===== config.mk =====
export PLATFORM = sky130hd
export DESIGN_NAME = mux_rr_arbiter
export DESIGN_NICKNAME = d
export VERILOG_FILES = /design/src/rtl/mux_arb_pkg.sv /design/src/rtl/rr_pick4.sv /design/src/rtl/mux_rr_arbiter.sv
export SDC_FILE = /design/constraint.sdc
export NUM_CORES = 1
export LEC_CHECK = 0
export ABC_AREA = 1
export CAP_MARGIN = 20
export CORE_MARGIN = 2
export CORE_UTILIZATION = 59
export DETAILED_ROUTE_END_ITERATION = 7
export HOLD_SLACK_MARGIN = 0.12
export PLACE_DENSITY = 0.93
export SYNTH_ARGS = -nofsm -noshare
export SYNTH_HDL_FRONTEND = slang
export SYNTH_SLANG_ARGS = --single-unit
export TNS_END_PERCENT = 30

===== constraint.sdc =====
create_clock -name clk -period 5.8 [get_ports clk]
set_clock_uncertainty 0.05 [all_clocks]
set_input_delay 1.74 -clock clk [delete_from_list [all_inputs] [get_ports clk]]
set_output_delay 1.74 -clock clk [all_outputs]
set_load 0.03 [all_outputs]

===== src/rtl/mux_arb_pkg.sv =====
// Shared types and helpers for the round-robin mux arbiter.
// Used by both the top (mux_rr_arbiter) and the priority picker (rr_pick4).
package mux_arb_pkg;

    localparam int NUM_REQ = 4;
    localparam int SEL_W   = 2;

    typedef enum logic [0:0] {
        IDLE  = 1'b0,
        GRANT = 1'b1
    } arb_state_t;

    function automatic logic [SEL_W-1:0] onehot_to_sel(input logic [NUM_REQ-1:0] oh);
        logic [SEL_W-1:0] s;
        s = '0;
        for (int i = 0; i < NUM_REQ; i++) begin
            if (oh[i]) s = SEL_W'(i);
        end
        return s;
    endfunction

    function automatic logic [NUM_REQ-1:0] sel_to_onehot(input logic [SEL_W-1:0] s);
        return NUM_REQ'(1) << s;
    endfunction

endpackage


===== src/rtl/rr_pick4.sv =====
// Combinational round-robin pick: first set request scanning from last+1, wrapping 3->0.
// Shared by the idle pick and the on-release re-arbitration.
module rr_pick4
    import mux_arb_pkg::*;
(
    input  logic [NUM_REQ-1:0] req,
    input  logic [SEL_W-1:0]   last,
    output logic               found,
    output logic [SEL_W-1:0]   sel,
    output logic [NUM_REQ-1:0] gnt
);

    logic [SEL_W-1:0] idx;

    // i == NUM_REQ wraps back to last itself, so it is scanned last
    always_comb begin
        found = 1'b0;
        sel   = '0;
        idx   = '0;
        for (int i = 1; i <= NUM_REQ; i++) begin
            idx = last + SEL_W'(i);
            if (!found && req[idx]) begin
                found = 1'b1;
                sel   = idx;
            end
        end
        gnt = found ? sel_to_onehot(sel) : '0;
    end

endmodule


===== src/rtl/mux_rr_arbiter.sv =====
// Round-robin arbiter/sequencer owning the select of the shared 4:1 mux.
// Optional per-requester transfer counters when ARB_GRANT_STATS_EN is defined.
//
// state | meaning
// IDLE  | no grant; out_valid=0, picks a winner from last+1 when req!=0
// GRANT | sel/gnt frozen, out_valid=1; burst counted per accepted transfer
module mux_rr_arbiter
    import mux_arb_pkg::*;
#(
    parameter int unsigned MAX_BURST = 4,
    parameter int unsigned DATA_W    = 13
) (
    input  logic               clk,
    input  logic               rst,
    input  logic [NUM_REQ-1:0] req,
    input  logic               out_ready,
    output logic [SEL_W-1:0]   sel,
    output logic [NUM_REQ-1:0] gnt,
    output logic               out_valid,
`ifdef ARB_GRANT_STATS_EN
    output logic               xfer,
    output logic [NUM_REQ*16-1:0] grant_cnt,
    input  logic               stats_clr
`else
    output logic               xfer
`endif
);

    localparam logic [0:0] S_IDLE  = IDLE;
    localparam logic [0:0] S_GRANT = GRANT;
    localparam logic [3:0] LAST_CNT = 4'(MAX_BURST - 1);

    if (MAX_BURST < 1 || MAX_BURST > 15 || DATA_W < 1) begin : g_bad_param
        $error("mux_rr_arbiter: MAX_BURST must be 1..15 and DATA_W >= 1");
    end

    logic [0:0]         state;
    logic [SEL_W-1:0]   last;
    logic [3:0]         cnt;
    logic [NUM_REQ-1:0] pick_req;
    logic [SEL_W-1:0]   pick_last;
    logic               pick_found;
    logic [SEL_W-1:0]   pick_sel;
    logic [NUM_REQ-1:0] pick_gnt;
    logic               release_grant;

    // A reset edge must not see a completed transfer.
    assign xfer = out_valid & out_ready & ~rst;

    // While granted, the current owner is masked so others win the rotation.
    assign pick_req  = (state == S_GRANT) ? (req & ~gnt) : req;
    assign pick_last = (state == S_GRANT) ? sel : last;

    assign release_grant = (state == S_GRANT) &&
                           (!req[sel] || (xfer && (cnt == LAST_CNT)));

    rr_pick4 u_pick (
        .req   (pick_req),
        .last  (pick_last),
        .found (pick_found),
        .sel   (pick_sel),
        .gnt   (pick_gnt)
    );

    always_ff @(posedge clk) begin
        if (rst) begin
            state     <= S_IDLE;
            sel       <= '0;
            gnt       <= '0;
            out_valid <= 1'b0;
            last      <= SEL_W'(NUM_REQ - 1);
            cnt       <= '0;
        end else begin
            case (state)
                S_IDLE: begin
                    if (pick_found) begin
                        state     <= S_GRANT;
                        sel       <= pick_sel;
                        gnt       <= pick_gnt;
                        out_valid <= 1'b1;
                        cnt       <= '0;
                    end
                end
                S_GRANT: begin
                    if (release_grant) begin
                        last <= sel;
                        cnt  <= '0;
                        if (pick_found) begin
                            sel <= pick_sel;
                            gnt <= pick_gnt;
                        end else begin
                            state     <= S_IDLE;
                            sel       <= '0;
                            gnt       <= '0;
                            out_valid <= 1'b0;
                        end
                    end else if (xfer) begin
                        cnt <= cnt + 4'd1;
                    end
                end
                default: begin
                    state     <= S_IDLE;
                    sel       <= '0;
                    gnt       <= '0;
                    out_valid <= 1'b0;
                end
            endcase
        end
    end

`ifdef ARB_GRANT_STATS_EN
    logic [15:0] stat_q [NUM_REQ];

    // Clear takes priority over an increment in the same cycle.
    always_ff @(posedge clk) begin
        if (rst || stats_clr) begin
            for (int i = 0; i < NUM_REQ; i++) stat_q[i] <= '0;
        end else if (xfer) begin
            stat_q[sel] <= stat_q[sel] + 16'd1;
        end
    end

    for (genvar g = 0; g < NUM_REQ; g++) begin : g_cnt
        assign grant_cnt[g*16 +: 16] = stat_q[g];
    end
`endif

endmodule


==> results_dict.tcl <==
set metrics [dict create \
    ant_nets 0 \
    final_cell_mix "56 x nand2_1, 21 x inv_1, 20 x nand2_2" \
    hold_viol 0 \
    track_usage_pct 23.5 \
    setup_viol 0 \
    cts_tree "yes" \
    post-route-min-period_ns 5.01 \
    drt_iter0_drc 28 \
    cts-buffers-inserted 3 \
    die_area_mm2 0.00238 \
    grt-ovfl-total 0 \
    endpoint_kind "primary output" \
    path_clk_slew_ns 0.07 \
    slew_headroom_pct 62.7 \
    area_delta_synth_final_pct 14.2 \
    avgSynthCellArea_um2 6.48 \
    gp_congestion 0.887 \
    layout-drive-gt1-share_pct 22.8 \
    first_pass_iters 4 \
    crit_chain "clkdlybuf4s50_1 > nor2_1 > clkdlybuf4s50_1" \
    drc 0 \
    reg2reg_to "cnt[0]" \
    worstSetupPathType "in -> out" \
    p_leak_nw 0.661 \
    synth.ff_latch_count 14 \
    routed_wl_um 2550 \
    r2r-start "state" \
    post_cts_resize_count 0 \
    cp-startpoint "rst" \
    critPathMaxStageDelay_ns 0.70 \
    rows 16 \
    final_common_cell "nand2_1" \
    yosysUniqueCellTypes 23 \
    drv_cap 0 \
    cp_common_cell "clkdlybuf4s50_1" \
    finalPower_uw 710 \
    antenna_found_initial 0 \
    setup_tns_ns 0 \
    grt_start_max_net_pins 13 \
    cts.sinks 14 \
    netlist_area_mm2 0.00119 \
    ir_worst_vdd_v 0.000271 \
    grt_pass1_vias 1132 \
    cts_max_path_buffers 2 \
    initial_utilization_pct 61.7 \
    die_w_um 48.8 \
    wl_per_cell_um 11.4 \
    io_buffers 14 \
    hp-class "reg -> reg" \
    vias 1160 \
    synth_nets 192 \
    viasPerCell 5.18 \
    endpoint "xfer" \
    io_pins 15 \
    timing.critical_path.required_ns 4.01 \
    tightest_slew_ns 0.558 \
    fin_crit_sh_pct 86.4 \
    n_antenna_cell 0 \
    yosysSeqAreaShare_pct 23.6 \
    dpl.hpwl_um 2100 \
    critical_path.slowest_cell "clkdlybuf4s50_1" \
    status "finished, final reports clean" \
    crit_fanout 10 \
    post_cts_buffers 0 \
    clock_latency_ns 0.27 \
    cts_root_buffer "clkbuf_4" \
    die_y_um 48.8 \
    p_per_area_mw_per_mm2 524 \
    layout.nets 208 \
    cp-start-kind "input port" \
    fmax_mhz 199 \
    arrival_ns 3.22 \
    r2r_slack_ns 3.15 \
    htreeDepth 1 \
    worstRegToRegCells 16 \
    drv_slew 0 \
    holdBufCountCts 0 \
    core_area_mm2 0.00192 \
    grt_first_pass_wirelength_um 4510 \
    synthCells 183 \
    ys_warn_count 0 \
    rsz0062_at_grt "false" \
]
sequential cells by signal, summed over array words and instances, names as in the netlist:
| name | flops |
|---|---|
| sel | 2 |
| state | 1 |
| gnt | 4 |
| last | 2 |
| cnt | 4 |
| out_valid | 1 |
where the power goes:
| group | leakage, nW | switching (mW) | internal [mW] | total [mW] |
|---|---|---|---|---|
| Clock | 0.0138 | 0.0289 | 0.0240 | 0.0529 |
| Sequential | 0.115 | 0.0359 | 0.125 | 0.161 |
| Combinational | 0.533 | 0.325 | 0.170 | 0.495 |
critical path, delay by kind of cell:
family / cells / cell delay (ns)
and+or+nand+nor: 1 / 0.23
buffers and inverters: 2 / 1.26
how the worst min path moves through the flow:
stage / start / endpoint / slack (ns) / cells past startpoint
final: cnt[0] / cnt[0] / 0.45 / 2
after floorplan: cnt[1] / cnt[1] / 0.41 / 2
after detailed placement: cnt[0] / cnt[0] / 0.44 / 2
after CTS: cnt[0] / cnt[0] / 0.45 / 2
after global placement: cnt[1] / cnt[1] / 0.43 / 2
after global routing: gnt[0] / gnt[0] / 0.48 / 2
cells in the mapped netlist (all sizes together):
library cell   n  area [um^2]
nor2          14         65.1
a21oi         11         55.1
nand4          3         18.8
o21ai          8         51.3
o221ai         1         8.76
or2            1         6.26
nand2         88          470
buf            3         27.5
nor3b          1         7.51
inv           24         90.1
o211ai         2         15.0
dfxtp         14          280
ha             2         25.0
nand3         10         55.1
nor3           1         10.0
per-layer routing:
metal / global-route usage (%) / vias to the layer above / routed length, um
met2: 45.2 / 18 / 1360
met4: 4.29 / 0 / 0
met5: 0 / - / 0
met1: 27.1 / 542 / 1110
li1: - / 600 / -
met3: 3.99 / 0 / 73
logic make-up (layout without fill, tap and decap cells):
kind of cell,Yosys count,after routing,synth area share [%]
AO/OA/AOI/OAI,22,22,11.0
AND/OR/NAND/NOR,118,118,53.4
buffers and inverters,27,41,9.92
flip-flops,14,14,23.6
adder cells (fa/ha/maj),2,2,2.11
area by class of cell:
class                      count  area, um^2
sequential                    14         280
timing repair buffer          14         140
multi-input combinational    142         788
fill                         172         567
clock buffer                   3        22.5
tap                           27        33.8
inverter                      24        90.1
stage by stage:
stage / utilization [%] / hold WS [ns] / std cells / setup WS [ns] / cell area, um^2
2_1_floorplan: - / 0.412 / 183 / 1.67 / 1190
3_3_place_gp: 69.3 / 0.427 / 221 / 0.819 / 1330
3_5_place_dp: 69.3 / 0.441 / 221 / 0.810 / 1330
4_1_cts: 70.5 / 0.450 / 224 / 0.797 / 1360
5_1_grt: 70.5 / 0.479 / 224 / 0.751 / 1360
6_report: 70.5 / 0.449 / 224 / 0.786 / 1360
(Power assumes the default switching activity.)
